$ cat config.mk
export PLATFORM = sky130hd
export DESIGN_NAME = button_press_classifier
export DESIGN_NICKNAME = d
export VERILOG_FILES = /design/src/rtl/button_press_classifier.sv
export SDC_FILE = /design/constraint.sdc
export NUM_CORES = 1
export LEC_CHECK = 0
export ABC_AREA = 1
export BUFFER_PORTS_ARGS = -buffer_cell sky130_fd_sc_hd__buf_4
export CAP_MARGIN = 25
export CORE_MARGIN = 2
export CORE_UTILIZATION = 34
export DETAILED_ROUTE_END_ITERATION = 16
export SLEW_MARGIN = 25
export SYNTH_ARGS = -nofsm -noshare
export SYNTH_HDL_FRONTEND = slang
export SYNTH_SLANG_ARGS = --single-unit
export TNS_END_PERCENT = 100
$ cat constraint.sdc
create_clock -name clk -period 1.9 [get_ports clk]
set_input_delay 0.095 -clock clk [delete_from_list [all_inputs] [get_ports clk]]
set_output_delay 0.095 -clock clk [all_outputs]
set_load 0.005 [all_outputs]
$ cat src/rtl/button_press_classifier.sv
// button_press_classifier: turns a debounced button level into one-cycle
// short / long / double press events, one instance per button.
module button_press_classifier #(
  parameter int unsigned CNT_W      = 25,
  parameter int unsigned LONG_TICKS = 25_000_000,
  parameter int unsigned GAP_TICKS  = 12_500_000
) (
  input  logic clk,
  input  logic reset,
  input  logic button_in,
  output logic short_press,
  output logic long_press,
  output logic double_press,
  output logic busy
);

  localparam logic [CNT_W-1:0] LONG_LAST = CNT_W'(LONG_TICKS - 1);
  localparam logic [CNT_W-1:0] GAP_LAST  = CNT_W'(GAP_TICKS - 1);

  typedef enum logic [2:0] {
    IDLE      = 3'd0,
    PRESS1    = 3'd1,
    LONG_HELD = 3'd2,
    WAIT_GAP  = 3'd3,
    PRESS2    = 3'd4
  } state_t;

  state_t           r_state;
  state_t           w_state_nxt;
  logic [CNT_W-1:0] r_cnt;
  logic [CNT_W-1:0] w_cnt_nxt;
  logic             r_btn_q;
  logic             r_btn_d;
  logic             w_rise;
  logic             w_short_nxt;
  logic             w_long_nxt;
  logic             w_double_nxt;

  // Input history. Both stages reset high so a button already held when reset
  // releases shows no rising edge; a gesture always needs a fresh press.
  // Falling edges are never acted on directly (IDLE ignores them; the press
  // states test the level), so only the rise detector is kept.
  always_ff @(posedge clk or negedge reset) begin
    if (!reset) begin
      r_btn_q <= 1'b1;
      r_btn_d <= 1'b1;
    end else begin
      r_btn_q <= button_in;
      r_btn_d <= r_btn_q;
    end
  end

  assign w_rise = r_btn_q & ~r_btn_d;

  // State, shared tick counter and registered event pulses.
  always_ff @(posedge clk or negedge reset) begin
    if (!reset) begin
      r_state      <= IDLE;
      r_cnt        <= '0;
      short_press  <= 1'b0;
      long_press   <= 1'b0;
      double_press <= 1'b0;
    end else begin
      r_state      <= w_state_nxt;
      r_cnt        <= w_cnt_nxt;
      short_press  <= w_short_nxt;
      long_press   <= w_long_nxt;
      double_press <= w_double_nxt;
    end
  end

  // Gesture classification; every compare hit leaves its state, so the
  // counter never wraps.
  always_comb begin
    w_state_nxt  = r_state;
    w_cnt_nxt    = r_cnt;
    w_short_nxt  = 1'b0;
    w_long_nxt   = 1'b0;
    w_double_nxt = 1'b0;
    unique case (r_state)
      IDLE: begin
        if (w_rise) begin
          w_state_nxt = PRESS1;
          w_cnt_nxt   = '0;
        end
      end
      PRESS1: begin
        if (!r_btn_q) begin
          w_state_nxt = WAIT_GAP;
          w_cnt_nxt   = '0;
        end else if (r_cnt == LONG_LAST) begin
          w_state_nxt = LONG_HELD;
          w_long_nxt  = 1'b1;
        end else begin
          w_cnt_nxt = r_cnt + CNT_W'(1);
        end
      end
      LONG_HELD: begin
        if (!r_btn_q) w_state_nxt = IDLE;
      end
      WAIT_GAP: begin
        // A second press on the timeout cycle still counts as a double.
        if (w_rise) begin
          w_state_nxt  = PRESS2;
          w_double_nxt = 1'b1;
        end else if (r_cnt == GAP_LAST) begin
          w_state_nxt = IDLE;
          w_short_nxt = 1'b1;
        end else begin
          w_cnt_nxt = r_cnt + CNT_W'(1);
        end
      end
      PRESS2: begin
        if (!r_btn_q) w_state_nxt = IDLE;
      end
      default: begin
        w_state_nxt = IDLE;
      end
    endcase
  end

  assign busy = (r_state != IDLE);

endmodule
==> results of run 1 <==
[worst max-delay path, cell delays in order (launching register included)]
cell and delay (ns):
sky130_fd_sc_hd__dfrtp_1 0.50, sky130_fd_sc_hd__nand2_2 0.15, sky130_fd_sc_hd__nor2_4 0.18, sky130_fd_sc_hd__nand2_1 0.06, sky130_fd_sc_hd__nand3b_1 0.21, sky130_fd_sc_hd__nand2_2 0.16, sky130_fd_sc_hd__nand3_4 0.17, sky130_fd_sc_hd__nand3_1 0.11
sky130_fd_sc_hd__nand2_1 0.06
[flip-flops by register name (all words and copies together) (netlist names)]
| signal | cells |
|---|---|
| double_press | 1 |
| r_state | 3 |
| r_cnt | 25 |
| r_btn_d | 1 |
| r_btn_q | 1 |
| short_press | 1 |
| long_press | 1 |
[layout make-up]
type	count	area, um^2	area share (%)
well taps	102	127.6	4.268
repair buffers	23	206.4	6.904
multi-input cells	304	1599	53.47
flip-flops and latches	33	828.3	27.70
inverters	39	146.4	4.895
clock buffers	6	72.57	2.427
clock inverters	2	10.01	0.3347
[final timing paths]
| kind | to | slack, ns | depth (start not counted) |
|---|---|---|---|
| min | r_cnt[24]$_DFFE_PN0P_ | 0.30 | 2 |
| max in group asynchronous | r_btn_q$_DFF_PN1_ | 1.26 | 2 |
| min in group clk | r_btn_q$_DFF_PN1_ | 0.45 | 2 |
| max reg2reg | r_cnt[15]$_DFFE_PN0P_ | 0.19 | 8 |
| min reg2reg | r_state[2]$_DFFE_PN0P_ | 0.54 | 2 |
| max | r_cnt[15]$_DFFE_PN0P_ | 0.19 | 8 |
[cells in the mapped netlist (all sizes together)]
library cell,count
xor2,4
clkinv,1
a211oi,4
nor4,1
nor3b,1
nor2,51
o21ai,10
inv,38
nand4,14
nand2,149
or2,2
dfrtp,31
ha,1
buf,12
nor3,8
and2,1
nand3,52
nand3b,5
dfstp,2
[stage by stage]
step | power (mW) | setup WS [ns] | hold slack, ns | utilization, %
finish | 2.817 | 0.1897 | 0.2955 | 39.10
global route | 3.001 | 0.01999 | 0.3631 | 39.10
CTS | 2.735 | 0.1019 | 0.3077 | 38.60
detailed placement | 2.200 | 0.1149 | 0.07365 | 37.25
global placement | 2.189 | 0.1333 | 0.06803 | 37.25
floorplan | 1.883 | 0.2234 | -0.2006 | -
[kinds of logic after synthesis]
logic type,after synthesis
DFF,33
buffers and inverters,51
xor gates and xnor gates,4
and+or+nand+nor,284
adders and majority gates,1
AOI/OAI and AO/OA,14
[layer usage]
metal,part of all wire [%],global-route usage [%],up-vias
li1,-,-,1280
met1,45,22.02,1161
met2,48,29.50,48
met3,3.9,3.173,15
met4,2.9,5.721,0
met5,0,0,-
[power by group]
part	switching, mW	internal (mW)
clock network	0.278	0.254
registers	0.0672	0.762
logic	0.936	0.520
[placed cells by master (no fill, tap or decap), types with 2 or more instances in the layout]
cell and instances:
sky130_fd_sc_hd__nor3_1 8, sky130_fd_sc_hd__clkinv_2 2, sky130_fd_sc_hd__xor2_1 4, sky130_fd_sc_hd__nand2_1 114, sky130_fd_sc_hd__nand3_1 37, sky130_fd_sc_hd__nor2_1 41
sky130_fd_sc_hd__buf_4 18, sky130_fd_sc_hd__dlygate4sd3_1 2, sky130_fd_sc_hd__inv_2 2, sky130_fd_sc_hd__nor2_4 4, sky130_fd_sc_hd__nand2_2 34, sky130_fd_sc_hd__nand4_1 14
sky130_fd_sc_hd__nand3_4 3, sky130_fd_sc_hd__dfrtp_1 31, sky130_fd_sc_hd__a211oi_1 4, sky130_fd_sc_hd__clkbuf_8 5, sky130_fd_sc_hd__dfstp_2 2, sky130_fd_sc_hd__nand3_2 13
sky130_fd_sc_hd__buf_12 2, sky130_fd_sc_hd__o21ai_0 10, sky130_fd_sc_hd__nand3b_1 5, sky130_fd_sc_hd__nor2_2 6, sky130_fd_sc_hd__inv_1 36
[repair_timing]
action                                 CTS  global route
endpoints found under the hold margin   32             0
hold buffers                             2             0
gates resized for setup                  0             6
setup endpoints to repair                0            26
==> metrics.md, run 1 <==
| Metric | Value |
|---|---|
| Synthesized netlist cell count | 387 |
| Final number of max-transition violations | 0 |
| Required time worst endpoint | 2.08 ns |
| Post-synthesis net count | 391 |
| Share of synthesized area occupied by flip-flops and latches | 31.23% |
| Origin of the worst setup path | r_cnt[12]$_DFFE_PN0P_ |
| Antenna violations before repair | 0 |
| Effective utilization at floorplan | 34.69% |
| Clock tree from TritonCTS | done |
| Top Ports | 7 |
| Reported max-cap violation count | 0 |
| Avg WL per Cell | about 14 um |
| Vias per std cell | 4.919 |
| FILL cells | between 700 and 800 |
| Count of endpoints failing hold in the final timing report | 0 |
| Total DRC errors in the routed layout | 0 |
| Worst r2r src | r_cnt[12]$_DFFE_PN0P_ |
| Die span in x | about 92 um |
| Largest family of logic cells by synthesized area | simple AND/OR/NAND/NOR gates |
| Vias in the first global route | 2504 |
| Area post-placement | 2849 um^2 |
| # H-tree levels | 2 |
| Synthesis warning total | 0 |
| Period utilization | 90.02% |
| Layout area overhead | 12.74% |
| Top cell type's share of synthesized area | 29.25% |
| Number of setup violations in the final report | 0 |
| First-pass GRT wire length | 11870 um |
| Crit start category | register |
| Non-filler cells, final | 509 |
| Worst supply voltage drop on vdd | about 0.0009 V |
| Cell count after placement | 498 |
| Achievable frequency | 0.5847 GHz |
| Die outline height | 92.33 um |
| Reg clk slew, reported paths | about 0.07 ns |
| Longest Clk Path Bufs | 2 |
| Unique masters post-synth | 30 |
| Detailed-router iteration count before antenna repair | 6 |
| Number of buffer cells added on primary ports | 6 |
| Max transition margin | 70.48% |
| Post-synthesis sequential element count | 33 |
| Overflow left after global routing | 0 |
| Leak | 1.327 nW |
| Top cells by area, synth | sky130_fd_sc_hd__dfrtp_1 29%, sky130_fd_sc_hd__nand2_1 16%, sky130_fd_sc_hd__nand2_2 7.8% |
| Placer Congestion | 0.8845 |
| Actual slew at the worst max-slew pin | roughly 0.44 ns |
| Largest net degree at the start of global routing | 34 |
| Unrepaired setup endpoints after global routing | false |
| Source-to-sink clock delay at the later pin of the worst-skew pair | 0.29 ns |
| Diode insertion count for antenna repair | 0 |
| Detail Placement HPWL | 5133 um |
| Post-Synth Adder-Cell Area | 0.4717% |
| Drt initial violations | approximately 150 |
| Core area | around 7600 um^2 |
| All-layer global routing usage | 17.28% |
| Post-synthesis cell type with the largest combined area | sky130_fd_sc_hd__dfrtp_1 |
| Final setup TNS | 0 ns |
| Standard-cell row count | 32 |
| CTS Root Buffer Type | sky130_fd_sc_hd__clkbuf_8 |
| Post-CTS Setup Repair Bufs | 0 |
| Sinks on Clock Net | 33 |
| Total via count after detailed routing | 2504 |
| Run status | completed |
| Final wirelength | 6874 um |
| Final net count | 410 |
| Mean instance size in the synthesized netlist | roughly 7 um^2 |
| Share of synthesized area spent on multiplexers | 0% |
| Post-synthesis share of cell area spent on and, or, nand and nor gates | about 54% |
| Largest driver fanout on the critical path | 8 |
| Compound-cell area share of the yosys netlist | 3.019% |
| Area of the die | between 8000 and 9000 um^2 |
| Number of clock buffers inserted by TritonCTS | 5 |
| Worst setup path class | reg -> reg |
| Cell area after synthesis | 2653 um^2 |
| Antenna-violating nets left | 0 |
| Final min period | roughly 1.7 ns |
| Post-synthesis share of cell area spent on xor and xnor gates | 1.321% |
| CP Data Arrival Time | 1.89 ns |
| Path type of the worst min-delay path | in -> async |
| CP Capture Type | register |
| Layout cells sized above 1 | 23.59% |
| Fin Clk Skew | 0.006212 ns |
| Finished layout cell area | 2990 um^2 |
| Pwr per Cell Area | ~940 nW/um^2 |
No activity file was read; power rests on OpenSTA's default activity.
==> run 2: changes to the inputs <==
--- a/config.mk
+++ b/config.mk
@@ -9,8 +9,9 @@
 export BUFFER_PORTS_ARGS = -buffer_cell sky130_fd_sc_hd__buf_4
 export CAP_MARGIN = 25
 export CORE_MARGIN = 2
-export CORE_UTILIZATION = 34
+export CORE_UTILIZATION = 30
 export DETAILED_ROUTE_END_ITERATION = 16
+export PLACE_DENSITY = 0.47
 export SLEW_MARGIN = 25
 export SYNTH_ARGS = -nofsm -noshare
 export SYNTH_HDL_FRONTEND = slang
==> run 2 against run 1 <==
Sequential share of layout area fell by 0.55 points. Core utilization fell by 3.8 points. Register-to-register slack got worse by 0.05 ns. Global-route usage fell by 1.1 points. Combinational power rose by 8%.
==> metrics.md, run 2 (synthesis results as in run 1) <==
| Metric | Value |
|---|---|
| Reg clk slew, reported paths | 0.08 ns (about the same) |
| Logic depth of the worst register-to-register path | 9 (+1) |
| Crit start category | register |
| Largest registers in the final layout | r_cnt x25, r_state x3 |
| Fin Clk Skew | 0.005281 ns (-0.0009304 ns) |
| Die outline height | 98.03 um (+6.2%) |
| Reported max-cap violation count | 0 (unchanged) |
| Total DRC errors in the routed layout | 0 (unchanged) |
| Required time worst endpoint | 2.09 ns (about the same) |
| Core area | 8636 um^2 (+13%) |
| Area of the die | 9610 um^2 (+13%) |
| Max transition margin | 69.99% (-0.49 points) |
| Avg WL per Cell | 14.49 um (+7.3%) |
| Sinks on Clock Net | 33 (unchanged) |
| Total via count after detailed routing | 2520 (+0.64%) |
| Leak | 1.359 nW (+2.4%) |
| Detailed-router iteration count before antenna repair | 4 (-2) |
| All-layer global routing usage | 16.22% (-1.1 points) |
| Achievable frequency | 0.5679 GHz (-2.9%) |
| Diode insertion count for antenna repair | 0 (unchanged) |
| Top Ports | 7 (unchanged) |
| Final net count | 413 (+0.73%) |
| Antenna-violating nets left | 0 (unchanged) |
| Layout area overhead | 15.00% |
| Antenna violations before repair | 0 (unchanged) |
| Final min period | 1.761 ns (+0.05055 ns) |
| Drt initial violations | 175 (+18%) |
| CTS Root Buffer Type | sky130_fd_sc_hd__clkbuf_8 |
| # H-tree levels | 2 (unchanged) |
| Layout cells sized above 1 | 23.90% (+0.32 points) |
| Number of setup violations in the final report | 0 (unchanged) |
| Path type of the worst min-delay path | in -> async |
| CP Capture Type | register |
| Vias per std cell | 4.865 (-1.1%) |
| Number of clock buffers inserted by TritonCTS | 5 (unchanged) |
| Area post-placement | 2877 um^2 (+0.97%) |
| Worst slack at placement | 0.09319 ns (-0.02171 ns) |
| Commonest cells after routing, fill and taps aside | 115 x sky130_fd_sc_hd__nand2_1, 41 x sky130_fd_sc_hd__nor2_1, 37 x sky130_fd_sc_hd__nand3_1 |
| CP Data Arrival Time | 1.95 ns (+0.06 ns) |
| Final number of max-transition violations | 0 (unchanged) |
| Max reg flops | 25 (unchanged) |
| Clock tree from TritonCTS | done |
| Pwr per Cell Area | 1020 nW/um^2 (+8.2%) |
| Effective utilization at floorplan | 30.72% (-4.0 points) |
| Vias in the first global route | 2456 (-1.9%) |
| Most common cell after layout, fill and taps aside | sky130_fd_sc_hd__nand2_1 |
| Finished layout cell area | 3050 um^2 (+2.0%) |
| Reg2reg end | r_cnt[5]$_DFFE_PN0P_ |
| Critical path destination | r_cnt[5]$_DFFE_PN0P_ |
| Largest driver fanout on the critical path | 7 (-1) |
| Die span in x | 98.03 um (+6.2%) |
| Largest Register | r_cnt |
| Longest Clk Path Bufs | 2 (unchanged) |
| Source-to-sink clock delay at the later pin of the worst-skew pair | 0.29 ns (about the same) |
| Number of buffer cells added on primary ports | 6 (unchanged) |
| Origin of the worst setup path | r_cnt[1]$_DFFE_PN0P_ |
| Largest net degree at the start of global routing | 34 (unchanged) |
| Worst setup slack after layout | 0.1391 ns (-0.05055 ns) |
| Slack of the worst reg-to-reg path | 0.14 ns (-0.05 ns) |
| Placer Congestion | 0.8828 (-0.19%) |
| Run status | completed |
| Final wirelength | 7504 um (+9.2%) |
| Period utilization | 92.68% (+2.7 points) |
| Detail Placement HPWL | 5502 um (+7.2%) |
| Overflow left after global routing | 0 (unchanged) |
| Worst setup path class | reg -> reg |
| Worst supply voltage drop on vdd | 0.0007853 V (-12%) |
| First-pass GRT wire length | 12480 um (+5.1%) |
| Actual slew at the worst max-slew pin | 0.4501 ns (+0.007366 ns) |
| Final setup TNS | 0 ns (unchanged) |
| Worst hold slack after final layout | 0.2905 ns (-0.005051 ns) |
| Worst r2r src | r_cnt[1]$_DFFE_PN0P_ |
| Count of endpoints failing hold in the final timing report | 0 (unchanged) |
| Standard-cell row count | 34 (+6.3%) |
## run 2: worst min-delay path by stage
stage                     start                     end  cells past startpoint
after CTS                 reset   r_cnt[21]$_DFFE_PN0P_                      2
final                     reset   r_cnt[21]$_DFFE_PN0P_                      2
after global routing      reset   r_cnt[21]$_DFFE_PN0P_                      2
after global placement    reset   r_cnt[21]$_DFFE_PN0P_                      1
after detailed placement  reset   r_cnt[21]$_DFFE_PN0P_                      1
after floorplan           reset  double_press$_DFF_PN0_                      0
## run 2: power breakdown
group          switching [mW]  internal [mW]  leakage [nW]
Sequential             0.0679          0.762         0.447
Combinational           0.999          0.568         0.853
Clock                   0.286          0.428        0.0585
Total                    1.35           1.76          1.36
## run 2: layout make-up
type / count / area [um^2]
Fill cell: 921 / 5585
Multi-Input combinational cell: 304 / 1587
Sequential cell: 33 / 828.3
Timing Repair Buffer: 26 / 237.7
Inverter: 39 / 146.4
Tap cell: 108 / 135.1
Clock buffer: 7 / 86.33
Clock inverter: 1 / 30.03
## run 2: repair_timing
item / CTS / global route
buffers inserted: 0 / 2
hold endpoints to repair: 32 / 0
hold buffers: 2 / 0
resized for setup: 0 / 3
setup endpoints to repair: 0 / 24
## run 2: per-stage QoR
| step | utilization, % | total power [mW] | std cells |
|---|---|---|---|
| after floorplan | - | 1.883 | 387 |
| after global placement | 33.31 | 2.314 | 505 |
| after detailed placement | 33.31 | 2.311 | 505 |
| after CTS | 34.89 | 3.045 | 515 |
| after global routing | 35.32 | 3.295 | 518 |
| final | 35.32 | 3.111 | 518 |
## run 2: critical path, cell delays in order, from the launching register on
cell and delay [ns]:
sky130_fd_sc_hd__dfrtp_1 0.40, sky130_fd_sc_hd__ha_2 0.25, sky130_fd_sc_hd__nand2_4 0.08, sky130_fd_sc_hd__nor2_2 0.16, sky130_fd_sc_hd__nand2_1 0.07, sky130_fd_sc_hd__nand3b_1 0.21, sky130_fd_sc_hd__nand2_2 0.15, sky130_fd_sc_hd__nand3_4 0.17
sky130_fd_sc_hd__nand3_1 0.11, sky130_fd_sc_hd__nand2_1 0.05
## run 2: per-layer routing
| layer | track usage [%] | routed length [um] | vias up |
|---|---|---|---|
| met5 | 0 | 0 | - |
| met4 | 5.556 | 165 | 0 |
| met3 | 2.291 | 330 | 11 |
| met2 | 26.24 | 3464 | 46 |
| met1 | 22.26 | 3543 | 1177 |
| li1 | - | - | 1286 |
==> run 3: changes to the inputs <==
--- a/config.mk
+++ b/config.mk
@@ -11,7 +11,6 @@
 export CORE_MARGIN = 2
 export CORE_UTILIZATION = 30
 export DETAILED_ROUTE_END_ITERATION = 16
-export PLACE_DENSITY = 0.47
 export SLEW_MARGIN = 25
 export SYNTH_ARGS = -nofsm -noshare
 export SYNTH_HDL_FRONTEND = slang
==> run 3 against run 2 <==
First-iteration DRC count grew 7.4%. Sequential power is essentially flat. Combinational power is essentially flat. Cell area shrank 0.62%. Die area is the same. Sequential cell count is the same. Core utilization shrank 0.22 points. Register-to-register slack lost 0.03 ns. Clock skew grew 0.0042 ns. Clock power shrank 22%. Power shrank 5.4%. Critical path type unchanged. Critical endpoint is now r_cnt[0]$_DFFE_PN0P_.
==> metrics.md, run 3 (synthesis results as in run 1) <==
| Metric | Value |
|---|---|
| Drt initial violations | 188 (+7.4%) |
| Area of the die | 9610 um^2 (unchanged) |
| Internal Pwr Total | 1.565 mW (-11%) |
| All-layer global routing usage | 16.37% (+0.15 points) |
| Final setup TNS | 0 ns (unchanged) |
| Clock power share | 18.9% (-4.1 points) |
| Combinational Power Share | 53.0% (+2.6 points) |
| CP Capture Type | register |
| Antenna violations before repair | 0 (unchanged) |
| Clock tree from TritonCTS | done |
| Layout Utilization | 35.11% (-0.22 points) |
| Antenna-violating nets left | 0 (unchanged) |
| Commonest cells after routing, fill and taps aside | 115 x sky130_fd_sc_hd__nand2_1, 41 x sky130_fd_sc_hd__nor2_1, 37 x sky130_fd_sc_hd__nand3_1 |
| Most common cell after layout, fill and taps aside | sky130_fd_sc_hd__nand2_1 |
| Total via count after detailed routing | 2553 (+1.3%) |
| Path type of the worst min-delay path | in -> async |
| Layout area overhead | 14.29% |
| Achievable frequency | 0.5573 GHz (-1.9%) |
| Worst setup path class | reg -> reg |
| Seq pwr share | 28.1% (+1.4 points) |
| Final number of max-transition violations | 0 (unchanged) |
| Worst supply voltage drop on vdd | 0.0007474 V (-4.8%) |
| Actual slew at the worst max-slew pin | 0.4468 ns (-0.003287 ns) |
| Pwr per Cell Area | 970.5 nW/um^2 (-4.8%) |
| Placer Congestion | 0.9581 (+8.5%) |
| Switching part of the total power | 46.80% (+3.3 points) |
| Max reg flops | 25 (unchanged) |
| Number of setup violations in the final report | 0 (unchanged) |
| CTS Root Buffer Type | sky130_fd_sc_hd__clkbuf_8 |
| Net Switching | 1.377 mW (+1.8%) |
| Diode insertion count for antenna repair | 0 (unchanged) |
| Sinks on Clock Net | 33 (unchanged) |
| Fin Clk Skew | 0.009449 ns (+0.004168 ns) |
| Die span in x | 98.03 um (unchanged) |
| Count of endpoints failing hold in the final timing report | 0 (unchanged) |
| CP Data Arrival Time | 1.99 ns (+0.04 ns) |
| Vias per std cell | 4.919 (+1.1%) |
| Detailed-router iteration count before antenna repair | 7 (+3) |
| Layout cells sized above 1 | 24.57% (+0.67 points) |
| Core area | 8636 um^2 (unchanged) |
| Largest driver fanout on the critical path | 7 (unchanged) |
| Leak | 1.342 nW (-1.2%) |
| Period utilization | 94.44% (+1.8 points) |
| Effective utilization at floorplan | 30.72% (unchanged) |
| Overflow left after global routing | 0 (unchanged) |
| Longest Clk Path Bufs | 2 (unchanged) |
| Number of clock buffers inserted by TritonCTS | 5 (unchanged) |
| Number of buffer cells added on primary ports | 6 (unchanged) |
| # H-tree levels | 2 (unchanged) |
| First-pass GRT wire length | 12640 um (+1.3%) |
| Reported max-cap violation count | 0 (unchanged) |
| Final wirelength | 7331 um (-2.3%) |
| Top Ports | 7 (unchanged) |
| Max transition margin | 70.21% (+0.22 points) |
| Reg clk slew, reported paths | 0.08 ns (about the same) |
| Avg WL per Cell | 14.13 um (-2.5%) |
| Largest net degree at the start of global routing | 34 (unchanged) |
| Crit start category | register |
| Source-to-sink clock delay at the later pin of the worst-skew pair | 0.30 ns (about the same) |
| Detail Placement HPWL | 5317 um (-3.4%) |
| Required time worst endpoint | 2.09 ns (about the same) |
| Vias in the first global route | 2488 (+1.3%) |
| Total DRC errors in the routed layout | 0 (unchanged) |
| Final net count | 414 (+0.24%) |
| Largest Register | r_cnt |
| Final min period | 1.794 ns (+0.03338 ns) |
| Standard-cell row count | 34 (unchanged) |
| Largest registers in the final layout | r_cnt x25, r_state x3 |
| Run status | completed |
| Die outline height | 98.03 um (unchanged) |
-- run 3: changes by cell type in the layout (fill, tap and decap cells not counted), sizes merged --
cell      delta
clkinvlp     +1
buf          +1
clkbuf       -2
clkinv       +2
bufinv       -1
-- run 3: area by class of cell --
class / instances / area, um^2
fill: 934 / 5604
multi-input combinational: 304 / 1602
sequential: 33 / 829.5
timing repair buffer: 27 / 232.7
inverter: 39 / 146.4
tap: 108 / 135.1
clock buffer: 5 / 68.82
clock inverter: 3 / 17.52
-- run 3: final timing paths --
check,start,to,slack [ns],cells after the start
max in group asynchronous,reset,r_btn_d$_DFF_PN1_,1.27,2
min,reset,r_cnt[7]$_DFFE_PN0P_,0.30,2
min reg2reg,r_state[2]$_DFFE_PN0P_,r_state[2]$_DFFE_PN0P_,0.55,2
max reg2reg,r_cnt[0]$_DFFE_PN0P_,r_cnt[0]$_DFFE_PN0P_,0.11,9
min in group clk,button_in,r_btn_q$_DFF_PN1_,0.44,2
max,r_cnt[0]$_DFFE_PN0P_,r_cnt[0]$_DFFE_PN0P_,0.11,9
-- run 3: worst max-delay path: stages, from the launching register on --
cell and delay (ns):
sky130_fd_sc_hd__dfrtp_1 0.40, sky130_fd_sc_hd__ha_4 0.20, sky130_fd_sc_hd__nand2_4 0.08, sky130_fd_sc_hd__nor2_2 0.15
sky130_fd_sc_hd__nand2_1 0.06, sky130_fd_sc_hd__nand3b_1 0.24, sky130_fd_sc_hd__nand2_2 0.19, sky130_fd_sc_hd__nand3_4 0.20
sky130_fd_sc_hd__nand3_2 0.12, sky130_fd_sc_hd__nand2_2 0.04
-- run 3: routing by layer --
metal | global-route usage, % | wire length (um) | share of wire, %
met1 | 21.54 | 3284 | 45
met2 | 27.45 | 3559 | 49
met3 | 2.863 | 376 | 5.1
met4 | 5.021 | 112 | 1.5
met5 | 0 | 0 | 0
-- run 3: power by group through the flow --
stage               clock, mW  combinational, mW  sequential (mW)
floorplan                   0               1.06            0.822
global placement            0               1.45            0.829
detailed placement          0               1.46            0.831
CTS                     0.570               1.54            0.819
global route            0.599               1.69            0.837
finish                  0.555               1.56            0.828
-- run 3: repair_timing --
item	4_1_cts	5_1_grt
endpoints found under the setup margin	11	24
hold buffers	2	0
hold endpoints to repair	32	0
resized for setup	1	5
setup buffers	0	0
cloned	1	0
pin swaps	0	1
-- run 3: metrics by stage --
stage                     instance area (um^2)  worst slack [ns]  hold slack (ns)  total power [mW]  instances
after floorplan                           2653            0.2234          -0.2006             1.883        387
after global placement                    2887           0.02696          0.07230             2.275        508
after detailed placement                  2887         -0.009855          0.08499             2.291        508
after CTS                                 3010           0.02430           0.3169             2.932        519
after global routing                      3032         -0.005155           0.3381             3.127        519
final                                     3032            0.1057           0.2967             2.942        519
